**src/rtl/csr_scratch_access_ctrl_if.sv**
```systemverilog
// ---------------------------------------------------------------------------
// csr_scratch_access_ctrl_if
// Bus bundle between the scratch CSR access controller and its neighbours:
// the pipeline CSR request channel, the debug access channel, the scratch
// register block (current values in, select/write/data out) and the response.
//   master : requester side (pipeline, debug unit, scratch storage, response sink)
//   slave  : the access controller
// ---------------------------------------------------------------------------
interface csr_scratch_access_ctrl_if #(
    parameter int DATA_W = 64
);
    // pipeline request
    logic              req_valid;
    logic              req_ready;
    logic [11:0]       req_addr;
    logic [1:0]        req_op;
    logic [DATA_W-1:0] req_wdata;
    logic              req_rs1_zero;
    logic [1:0]        priv;
    // debug request
    logic              dbg_valid;
    logic              dbg_ready;
    logic [11:0]       dbg_addr;
    logic              dbg_write;
    logic [DATA_W-1:0] dbg_wdata;
    // scratch register block
    logic [DATA_W-1:0] mscratch;
    logic [DATA_W-1:0] sscratch;
    logic              mrw_mscratch_sel;
    logic              srw_sscratch_sel;
    logic              csr_write;
    logic [DATA_W-1:0] data_csr;
    // response
    logic              rsp_valid;
    logic              rsp_src;
    logic [DATA_W-1:0] rsp_rdata;
    logic              rsp_illegal;

    modport master (
        output req_valid, req_addr, req_op, req_wdata, req_rs1_zero, priv,
        output dbg_valid, dbg_addr, dbg_write, dbg_wdata,
        output mscratch, sscratch,
        input  req_ready, dbg_ready,
        input  mrw_mscratch_sel, srw_sscratch_sel, csr_write, data_csr,
        input  rsp_valid, rsp_src, rsp_rdata, rsp_illegal
    );

    modport slave (
        input  req_valid, req_addr, req_op, req_wdata, req_rs1_zero, priv,
        input  dbg_valid, dbg_addr, dbg_write, dbg_wdata,
        input  mscratch, sscratch,
        output req_ready, dbg_ready,
        output mrw_mscratch_sel, srw_sscratch_sel, csr_write, data_csr,
        output rsp_valid, rsp_src, rsp_rdata, rsp_illegal
    );
endinterface

```
**src/rtl/csr_scratch_access_ctrl.sv**
```systemverilog
// ---------------------------------------------------------------------------
// csr_scratch_access_ctrl
// Sequencer/arbiter in front of the mscratch/sscratch CSR pair. Accepts CSR
// instructions from the pipeline and raw accesses from the debug unit,
// round-robin arbitrates between them, checks privilege/legality and runs the
// RW/RS/RC read-modify-write against the scratch block.
//   clk  : clock
//   rst  : synchronous active-high reset (aborts any access in flight)
//   bus  : slave side of csr_scratch_access_ctrl_if (requests, scratch
//          select/write/data, response)
// Flow: IDLE (handshake) -> READ (decode, capture old) -> [WRITE] -> RESP.
// ---------------------------------------------------------------------------
module csr_scratch_access_ctrl #(
    parameter int          DATA_W        = 64,
    parameter logic [11:0] MSCRATCH_ADDR = 12'h340,
    parameter logic [11:0] SSCRATCH_ADDR = 12'h140
) (
    input  logic                    clk,
    input  logic                    rst,
    csr_scratch_access_ctrl_if.slave bus
);
    typedef enum logic [1:0] {
        S_IDLE  = 2'd0,
        S_READ  = 2'd1,
        S_WRITE = 2'd2,
        S_RESP  = 2'd3
    } state_e;

    localparam logic SRC_PIPE = 1'b0;
    localparam logic SRC_DBG  = 1'b1;

    state_e            state_q, state_d;
    logic              ptr_q, ptr_d;      // source that wins a tie
    logic [11:0]       addr_q;
    logic [1:0]        op_q;
    logic [DATA_W-1:0] wdata_q;
    logic              rs1z_q;
    logic              src_q;
    logic [1:0]        priv_q;            // effective privilege of the access
    logic [DATA_W-1:0] old_q;
    logic              ill_q;

    logic              gnt_pipe, gnt_dbg, hs;
    logic              hit_m, hit_s, wr_int, ill_d;
    logic [DATA_W-1:0] old_d, wr_data;

    // Arbitration: the pointer source wins a tie; a lone requester always wins.
    assign gnt_dbg  = (state_q == S_IDLE) && bus.dbg_valid && (ptr_q || !bus.req_valid);
    assign gnt_pipe = (state_q == S_IDLE) && bus.req_valid && !gnt_dbg;
    assign hs       = !rst && (gnt_dbg || gnt_pipe);

    // Decode of the latched access. Debug accesses are latched as op 01 (write)
    // or 00 (read) with rs1z clear, so one write-intent equation covers both
    // sources; the op==00 fault only applies to the pipeline.
    assign hit_m  = (addr_q == MSCRATCH_ADDR);
    assign hit_s  = (addr_q == SSCRATCH_ADDR);
    assign wr_int = (op_q == 2'b01) || (op_q[1] && !rs1z_q);
    assign ill_d  = !(hit_m || hit_s)
                 || (priv_q < addr_q[9:8])
                 || (wr_int && (addr_q[11:10] == 2'b11))
                 || ((src_q == SRC_PIPE) && (op_q == 2'b00));
    assign old_d  = hit_m ? bus.mscratch : (hit_s ? bus.sscratch : '0);

    always_comb begin
        case (op_q)
            2'b10:   wr_data = old_q | wdata_q;
            2'b11:   wr_data = old_q & ~wdata_q;
            default: wr_data = wdata_q;
        endcase
    end

    always_ff @(posedge clk) begin
        if (rst) begin
            state_q <= S_IDLE;
            ptr_q   <= SRC_DBG;
            addr_q  <= '0;
            op_q    <= '0;
            wdata_q <= '0;
            rs1z_q  <= 1'b0;
            src_q   <= SRC_PIPE;
            priv_q  <= '0;
            old_q   <= '0;
            ill_q   <= 1'b0;
        end else begin
            state_q <= state_d;
            ptr_q   <= ptr_d;
            if (hs) begin
                if (gnt_dbg) begin
                    addr_q  <= bus.dbg_addr;
                    op_q    <= {1'b0, bus.dbg_write};
                    wdata_q <= bus.dbg_wdata;
                    rs1z_q  <= 1'b0;
                    src_q   <= SRC_DBG;
                    priv_q  <= 2'd3;
                end else begin
                    addr_q  <= bus.req_addr;
                    op_q    <= bus.req_op;
                    wdata_q <= bus.req_wdata;
                    rs1z_q  <= bus.req_rs1_zero;
                    src_q   <= SRC_PIPE;
                    priv_q  <= bus.priv;
                end
            end
            if (state_q == S_READ) begin
                old_q <= old_d;
                ill_q <= ill_d;
            end
        end
    end

    always_comb begin
        state_d              = state_q;
        ptr_d                = ptr_q;
        bus.req_ready        = 1'b0;
        bus.dbg_ready        = 1'b0;
        bus.mrw_mscratch_sel = 1'b0;
        bus.srw_sscratch_sel = 1'b0;
        bus.csr_write        = 1'b0;
        bus.data_csr         = '0;
        bus.rsp_valid        = 1'b0;
        bus.rsp_src          = 1'b0;
        bus.rsp_rdata        = '0;
        bus.rsp_illegal      = 1'b0;
        case (state_q)
            S_IDLE: begin
                bus.req_ready = gnt_pipe;
                bus.dbg_ready = gnt_dbg;
                if (gnt_dbg) begin
                    ptr_d   = SRC_PIPE;
                    state_d = S_READ;
                end else if (gnt_pipe) begin
                    ptr_d   = SRC_DBG;
                    state_d = S_READ;
                end
            end
            S_READ: begin
                state_d = (!ill_d && wr_int) ? S_WRITE : S_RESP;
            end
            S_WRITE: begin
                // Only legal, mapped addresses reach WRITE, so exactly one hit.
                bus.mrw_mscratch_sel = hit_m;
                bus.srw_sscratch_sel = hit_s && !hit_m;
                bus.csr_write        = 1'b1;
                bus.data_csr         = wr_data;
                state_d              = S_RESP;
            end
            S_RESP: begin
                bus.rsp_valid   = 1'b1;
                bus.rsp_src     = src_q;
                bus.rsp_rdata   = ill_q ? '0 : old_q;
                bus.rsp_illegal = ill_q;
                state_d         = S_IDLE;
            end
            default: state_d = S_IDLE;
        endcase
        // Reset aborts the access within the reset cycle itself: nothing is
        // written or responded to while rst is high.
        if (rst) begin
            bus.req_ready        = 1'b0;
            bus.dbg_ready        = 1'b0;
            bus.mrw_mscratch_sel = 1'b0;
            bus.srw_sscratch_sel = 1'b0;
            bus.csr_write        = 1'b0;
            bus.data_csr         = '0;
            bus.rsp_valid        = 1'b0;
            bus.rsp_src          = 1'b0;
            bus.rsp_rdata        = '0;
            bus.rsp_illegal      = 1'b0;
        end
    end
endmodule

```
**src/flat_wrapper.sv**
```systemverilog
// flat-port wrapper written by rule: the top's interface ports become plain ports
module csr_scratch_access_ctrl_flat 
#(
    parameter int          DATA_W        = 64,
    parameter logic [11:0] MSCRATCH_ADDR = 12'h340,
    parameter logic [11:0] SSCRATCH_ADDR = 12'h140
)
  (clk, rst, bus_req_valid, bus_req_addr, bus_req_op, bus_req_wdata, bus_req_rs1_zero, bus_priv, bus_dbg_valid, bus_dbg_addr, bus_dbg_write, bus_dbg_wdata, bus_mscratch, bus_sscratch, bus_req_ready, bus_dbg_ready, bus_mrw_mscratch_sel, bus_srw_sscratch_sel, bus_csr_write, bus_data_csr, bus_rsp_valid, bus_rsp_src, bus_rsp_rdata, bus_rsp_illegal);
  csr_scratch_access_ctrl_if #(.DATA_W(DATA_W)) bus_i ();
  input  logic clk;
  input  logic rst;
  input wire logic [$bits(bus_i.req_valid)-1:0] bus_req_valid;
  input wire logic [$bits(bus_i.req_addr)-1:0] bus_req_addr;
  input wire logic [$bits(bus_i.req_op)-1:0] bus_req_op;
  input wire logic [$bits(bus_i.req_wdata)-1:0] bus_req_wdata;
  input wire logic [$bits(bus_i.req_rs1_zero)-1:0] bus_req_rs1_zero;
  input wire logic [$bits(bus_i.priv)-1:0] bus_priv;
  input wire logic [$bits(bus_i.dbg_valid)-1:0] bus_dbg_valid;
  input wire logic [$bits(bus_i.dbg_addr)-1:0] bus_dbg_addr;
  input wire logic [$bits(bus_i.dbg_write)-1:0] bus_dbg_write;
  input wire logic [$bits(bus_i.dbg_wdata)-1:0] bus_dbg_wdata;
  input wire logic [$bits(bus_i.mscratch)-1:0] bus_mscratch;
  input wire logic [$bits(bus_i.sscratch)-1:0] bus_sscratch;
  output wire logic [$bits(bus_i.req_ready)-1:0] bus_req_ready;
  output wire logic [$bits(bus_i.dbg_ready)-1:0] bus_dbg_ready;
  output wire logic [$bits(bus_i.mrw_mscratch_sel)-1:0] bus_mrw_mscratch_sel;
  output wire logic [$bits(bus_i.srw_sscratch_sel)-1:0] bus_srw_sscratch_sel;
  output wire logic [$bits(bus_i.csr_write)-1:0] bus_csr_write;
  output wire logic [$bits(bus_i.data_csr)-1:0] bus_data_csr;
  output wire logic [$bits(bus_i.rsp_valid)-1:0] bus_rsp_valid;
  output wire logic [$bits(bus_i.rsp_src)-1:0] bus_rsp_src;
  output wire logic [$bits(bus_i.rsp_rdata)-1:0] bus_rsp_rdata;
  output wire logic [$bits(bus_i.rsp_illegal)-1:0] bus_rsp_illegal;
  assign bus_i.req_valid = bus_req_valid;
  assign bus_i.req_addr = bus_req_addr;
  assign bus_i.req_op = bus_req_op;
  assign bus_i.req_wdata = bus_req_wdata;
  assign bus_i.req_rs1_zero = bus_req_rs1_zero;
  assign bus_i.priv = bus_priv;
  assign bus_i.dbg_valid = bus_dbg_valid;
  assign bus_i.dbg_addr = bus_dbg_addr;
  assign bus_i.dbg_write = bus_dbg_write;
  assign bus_i.dbg_wdata = bus_dbg_wdata;
  assign bus_i.mscratch = bus_mscratch;
  assign bus_i.sscratch = bus_sscratch;
  assign bus_req_ready = bus_i.req_ready;
  assign bus_dbg_ready = bus_i.dbg_ready;
  assign bus_mrw_mscratch_sel = bus_i.mrw_mscratch_sel;
  assign bus_srw_sscratch_sel = bus_i.srw_sscratch_sel;
  assign bus_csr_write = bus_i.csr_write;
  assign bus_data_csr = bus_i.data_csr;
  assign bus_rsp_valid = bus_i.rsp_valid;
  assign bus_rsp_src = bus_i.rsp_src;
  assign bus_rsp_rdata = bus_i.rsp_rdata;
  assign bus_rsp_illegal = bus_i.rsp_illegal;
  csr_scratch_access_ctrl #(.DATA_W(DATA_W), .MSCRATCH_ADDR(MSCRATCH_ADDR), .SSCRATCH_ADDR(SSCRATCH_ADDR)) u_core (.clk(clk), .rst(rst), .bus(bus_i));
endmodule
```
**config.mk**
```make
export PLATFORM = sky130hd
export DESIGN_NAME = csr_scratch_access_ctrl_flat
export DESIGN_NICKNAME = d
export VERILOG_FILES = /design/src/rtl/csr_scratch_access_ctrl_if.sv /design/src/rtl/csr_scratch_access_ctrl.sv /design/src/flat_wrapper.sv
export SDC_FILE = /design/constraint.sdc
export NUM_CORES = 1
export LEC_CHECK = 0
export CAP_MARGIN = 10
export CORE_AREA = 2 2 167 169
export DETAILED_ROUTE_END_ITERATION = 6
export DIE_AREA = 0 0 169 171
export GPL_ROUTABILITY_DRIVEN = 0
export PLACE_DENSITY = 0.68
export SYNTH_ARGS = -nofsm -noshare
export SYNTH_HDL_FRONTEND = slang
export SYNTH_SLANG_ARGS = --single-unit
```
**constraint.sdc**
```tcl
create_clock -name clk -period 4 [get_ports clk]
set_input_delay 0.6 -clock clk [delete_from_list [all_inputs] [get_ports clk]]
set_output_delay 0.6 -clock clk [all_outputs]
set_load 0.01 [all_outputs]
```
## Yosys cells after proc, flatten, opt, wreduce, memory -nomap -nowiden

Index checks and enable logic that the tools add are counted.

- Equality and inequality tests: 10
- $lt $le $gt $ge: 1
- Reductions and logical operators: 28
- Bitwise operators: 4
- Mux-type cells: 36

Operator list:

| cell | number |
|---|---|
| 2-to-1 mux 64 bit | 8 |
| one-hot mux 64 bit (2 select lines) | 1 |
| bitwise AND 64 bit | 1 |
| inverter 64 bit | 1 |
| OR 64 bit | 1 |
| 2-to-1 mux 1 bit | 21 |
| equality test 12 x 10 -> 1 bit, second input constant | 1 |
| equality test 12 x 9 -> 1 bit, second input constant | 1 |
| 2-to-1 mux 12 bit | 1 |
| equality test 2 bit, second input constant | 5 |
| logical AND 1 bit | 10 |
| 2-to-1 mux 2 bit | 4 |
| one-hot mux 2 bit (4 select lines) | 1 |
| logical NOT 1 bit | 7 |
| logical OR 1 bit | 7 |
| equality test 2 x 1 -> 1 bit, second input constant | 2 |
| logical NOT 2 bit | 2 |
| != test 3 x 1 -> 1 bit, second input constant | 1 |
| < comparator 2 bit | 1 |
| AND reduction 2 bit | 1 |
| nonzero test 2 bit | 1 |
| inverter 1 bit | 1 |

- Input port bits: 290
- Bits in registers: 150
- Output and inout port bits: 136

## Depth between registers and ports, before layout

- Depth in word-level cells: 10
- Depth in mapped cells: 8

## Worst setup path after synthesis

No wires, ideal clock.

- Kind: in2out
- Start point: input port rst
- End point: output port bus_rsp_rdata[10]
- Setup slack: 1.657 ns
- Stages on the path: 6
- Required time: 3.400 ns
- Arrival time: 1.743 ns
- Path through: clkbuf_1 nor2b_1 nor2b_1 buf_2 clkbuf_1 and2_1

- Cells in the longest elaborated chain, start to end: 1

RTL lines:

| what | line | RTL |
|---|---|---|
| start, declared | flat_wrapper.sv:11 | `input logic rst;` |
| 2-to-1 mux 64 bit | csr_scratch_access_ctrl.sv:158 | `if (rst) begin` |
| end, declared | flat_wrapper.sv:32 | `output wire logic [$bits(bus_i.rsp_rdata)-1:0] bus_rsp_rdata;` |

No other way between the ends.

## Worst setup path in the final report

- Start point: register u_core.state_q[0]
- End point: output port bus_srw_sscratch_sel

- Cells in the longest elaborated chain, start to end: 3

RTL lines:

| what | line | RTL |
|---|---|---|
| start, declared | csr_scratch_access_ctrl.sv:32 | `state_e state_q, state_d;` |
| start signal, assigned | csr_scratch_access_ctrl.sv:85 | `state_q <= state_d;` |
| equality test 2 bit | csr_scratch_access_ctrl.sv:124 | `case (state_q)` |
| 2-to-1 mux 1 bit | csr_scratch_access_ctrl.sv:124 |  |
| 2-to-1 mux 1 bit | csr_scratch_access_ctrl.sv:158 |  |
| end, declared | flat_wrapper.sv:27 | `output wire logic [$bits(bus_i.srw_sscratch_sel)-1:0] bus_srw_sscratch_sel;` |

No other way between the ends.

==> qor.yml <==
status: "finished, final reports clean"
fin_util: 0.488
crit_chain: "inv_1, ha_1, nand2b_4, nor3_1, clkdlybuf4s50_1"
grt_pass1_vias: 8987
cts_post_setup_buffers_inserted: 0
crit_required_ns: 3.40
cts_buffers: 17
r2r-start: "u_core.state_q[0]"
worst_pin_slew_ns: 0.949
dieWidth_um: 169
start_util: 0.308
cts_tree: "done"
coreArea_um2: 27300
worstHoldStart: "u_core.old_q[13]"
finalMaxSlewViolations: 0
clockBufferDepth: 2
min_to: "u_core.old_q[13]"
syn_area_per_cell_um2: 7.42
p_per_area_nw_per_um2: 437
synthSimpleGateAreaFrac: 0.296
nNetsFinal: 1784
synth_top_family_by_area: "simple AND/OR/NAND/NOR gates"
final_cell_area_um2: 13300
clockRootBuffer: "clkbuf_16"
clk_pin_slew_ns: 0.07
viasPerCell: 5.02
finClkSkew_ns: 0.0104
peakVddDrop_v: 0.000253
finalHoldViolations: 0
detail-route-antenna-nets: 0
synth_fa_ha_area_frac: 0.00893
p_leak_nw: 4.83
max_stage_delay_ns: 0.58
netlist_instances: 1132
synth_nets: 1428
drt-pass1-iter-count: 5
reg2reg_to: "u_core.state_q[0]"
setup_viol: 0
cts_resized: 0
drt_iter0_drc: 536
die_area_um2: 28900
fillers: 2700
track_usage: 0.219
multi_input_area_um2: 4920
synth_compound_area_frac: 0.197
slew_headroom: 0.366
area_growth_pct: 58.8
postCtsHoldBufs: 0
overflow: 0
stdcell_count: 1851
layout_commonest_cell: "clkdlybuf4s50_1"
drc: 0
path_max_fanout: 67
grt_pass1_wl_mm: 49.5
critPathLaunchType: "register"
final.setup.tns_ns: 0
rsz0062_at_grt: "no"
critical_path.slowest_cell: "clkdlybuf4s50_1"
crit_path_end_kind: "output pin"
wl_per_cell_um: 17.8
synth.area.mux_share: 0.0774
register_area_um2: 3010
reg2reg_depth: 7
synth_xor_area_frac: 0
finalPower_w: 0.00584
drv_cap: 0
htree_num_levels: 4
port_buffers: 425
grt_max_degree: 157
die_y_um: 171
min_path_cells: 2
place_inst: 1815
final_cell_mix: "423 x clkdlybuf4s50_1, 211 x nor2_1, 208 x nand2_1, 148 x dfxtp_1, 78 x nand3_1"
ios: 426
r2r_setup_slack_ns: 1.36
synth_warnings: 0
rows: 61
insertion_delay_ns: 0.42
placed_cell_area_um2: 12800
synth_cell_types: 33
hold_path.class: "reg2reg"
crit_type: "reg2out"
dp_hpwl_mm: 23.2
num_vias: 9295
post-route-period-util: 0.799
antenna_found_initial: 5
totalWireLength_mm: 32.9
timing.fmax_ghz: 0.313
layout-drive-gt1-share: 0.0799
ys_seq_area_frac: 0.357
cp_data_arrival_time_ns: 2.60
netlist_area_um2: 8400
cts_sinks: 150
ys_ff_latch: 150
min_period_ns: 3.20
final cells by class:
type                       instances  area share
multi-input combinational        874       0.369
clock inverter                    15      0.0114
sequential                       150       0.225
inverter                           6     0.00169
timing repair buffer             439       0.328
antenna                            4    0.000750
clock buffer                      17      0.0319
tap                              346      0.0324
layer usage:
metal | part of all wire | global-route usage | vias to the layer above
li1 | - | - | 4608
met1 | 0.41 | 0.268 | 4274
met4 | 0.025 | 0.0725 | 0
met2 | 0.49 | 0.379 | 369
met3 | 0.072 | 0.0532 | 44
met5 | 0 | 0 | -
worst max-delay path: cells and delay by family, from the launching register on:
kind,cells,cell delay [ns]
fa+ha+maj,1,0.23
buf+inv,2,0.76
flops,1,0.36
simple gates,2,0.80
kinds of logic (layout without fill, tap and decap cells):
logic type                 count (synthesis)  in the layout
adders and majority gates                  6              6
other                                      0              4
buffers and inverters                    108            477
DFF                                      150            150
and+or+nand+nor                          580            580
muxes                                     65             65
AOI/OAI and AO/OA                        223            223
synthesized netlist by cell type (all sizes together):
| cell | count | share of area |
|---|---|---|
| nor4 | 1 | 0.0015 |
| mux2i | 65 | 0.077 |
| nand3 | 79 | 0.048 |
| nor2b | 2 | 0.0015 |
| and4bb | 1 | 0.0015 |
| or3b | 1 | 0.0010 |
| a22oi | 2 | 0.0018 |
| a221o | 1 | 0.0012 |
| nand2 | 210 | 0.094 |
| o21ai | 68 | 0.067 |
| nand2b | 3 | 0.0022 |
| nor3 | 5 | 0.0030 |
| o311ai | 1 | 0.0010 |
| clkbuf | 75 | 0.034 |
| nor2 | 212 | 0.095 |
| a211oi | 2 | 0.0018 |
| and2 | 66 | 0.049 |
| a21o | 1 | 0.00089 |
| ha | 6 | 0.0089 |
| o211ai | 1 | 0.00089 |
| buf | 27 | 0.027 |
| a211o | 1 | 0.0010 |
| a311oi | 77 | 0.080 |
| dfxtp | 150 | 0.36 |
| a21oi | 69 | 0.041 |
| inv | 6 | 0.0027 |
worst max path at each step:
stage                      startpoint                   end  slack, ns
CTS                 u_core.state_q[0]  bus_srw_sscratch_sel       0.74
global placement                  rst      u_core.old_q[25]       0.87
global route        u_core.state_q[0]  bus_mrw_mscratch_sel       0.59
detailed placement                rst       bus_data_csr[0]       0.82
floorplan                         rst     bus_rsp_rdata[10]       1.66
finish              u_core.state_q[0]  bus_srw_sscratch_sel       0.80
through the flow:
step / hold slack [ns] / worst slack, ns
2_1_floorplan: 0.438 / 1.66
3_3_place_gp: 0.454 / 0.868
3_5_place_dp: 0.457 / 0.816
4_1_cts: 0.470 / 0.740
5_1_grt: 0.492 / 0.587
6_report: 0.469 / 0.804
report_power, final:
| part | total, W | switching (W) | internal (W) |
|---|---|---|---|
| Combinational | 0.00217 | 0.00128 | 0.000888 |
| Sequential | 0.00205 | 0.000278 | 0.00177 |
| Clock | 0.00162 | 0.000731 | 0.000887 |
state kept, by name (all words and copies together) (netlist names):
name	flops
u_core.old_q	64
u_core.state_q	2
u_core.wdata_q	64
u_core.ptr_q	1
u_core.op_q	2
u_core.addr_q	12
u_core.rs1z_q	1
u_core.ill_q	1
u_core.priv_q	2
u_core.src_q	1
Note: power is estimated with default switching activity, not from simulation.
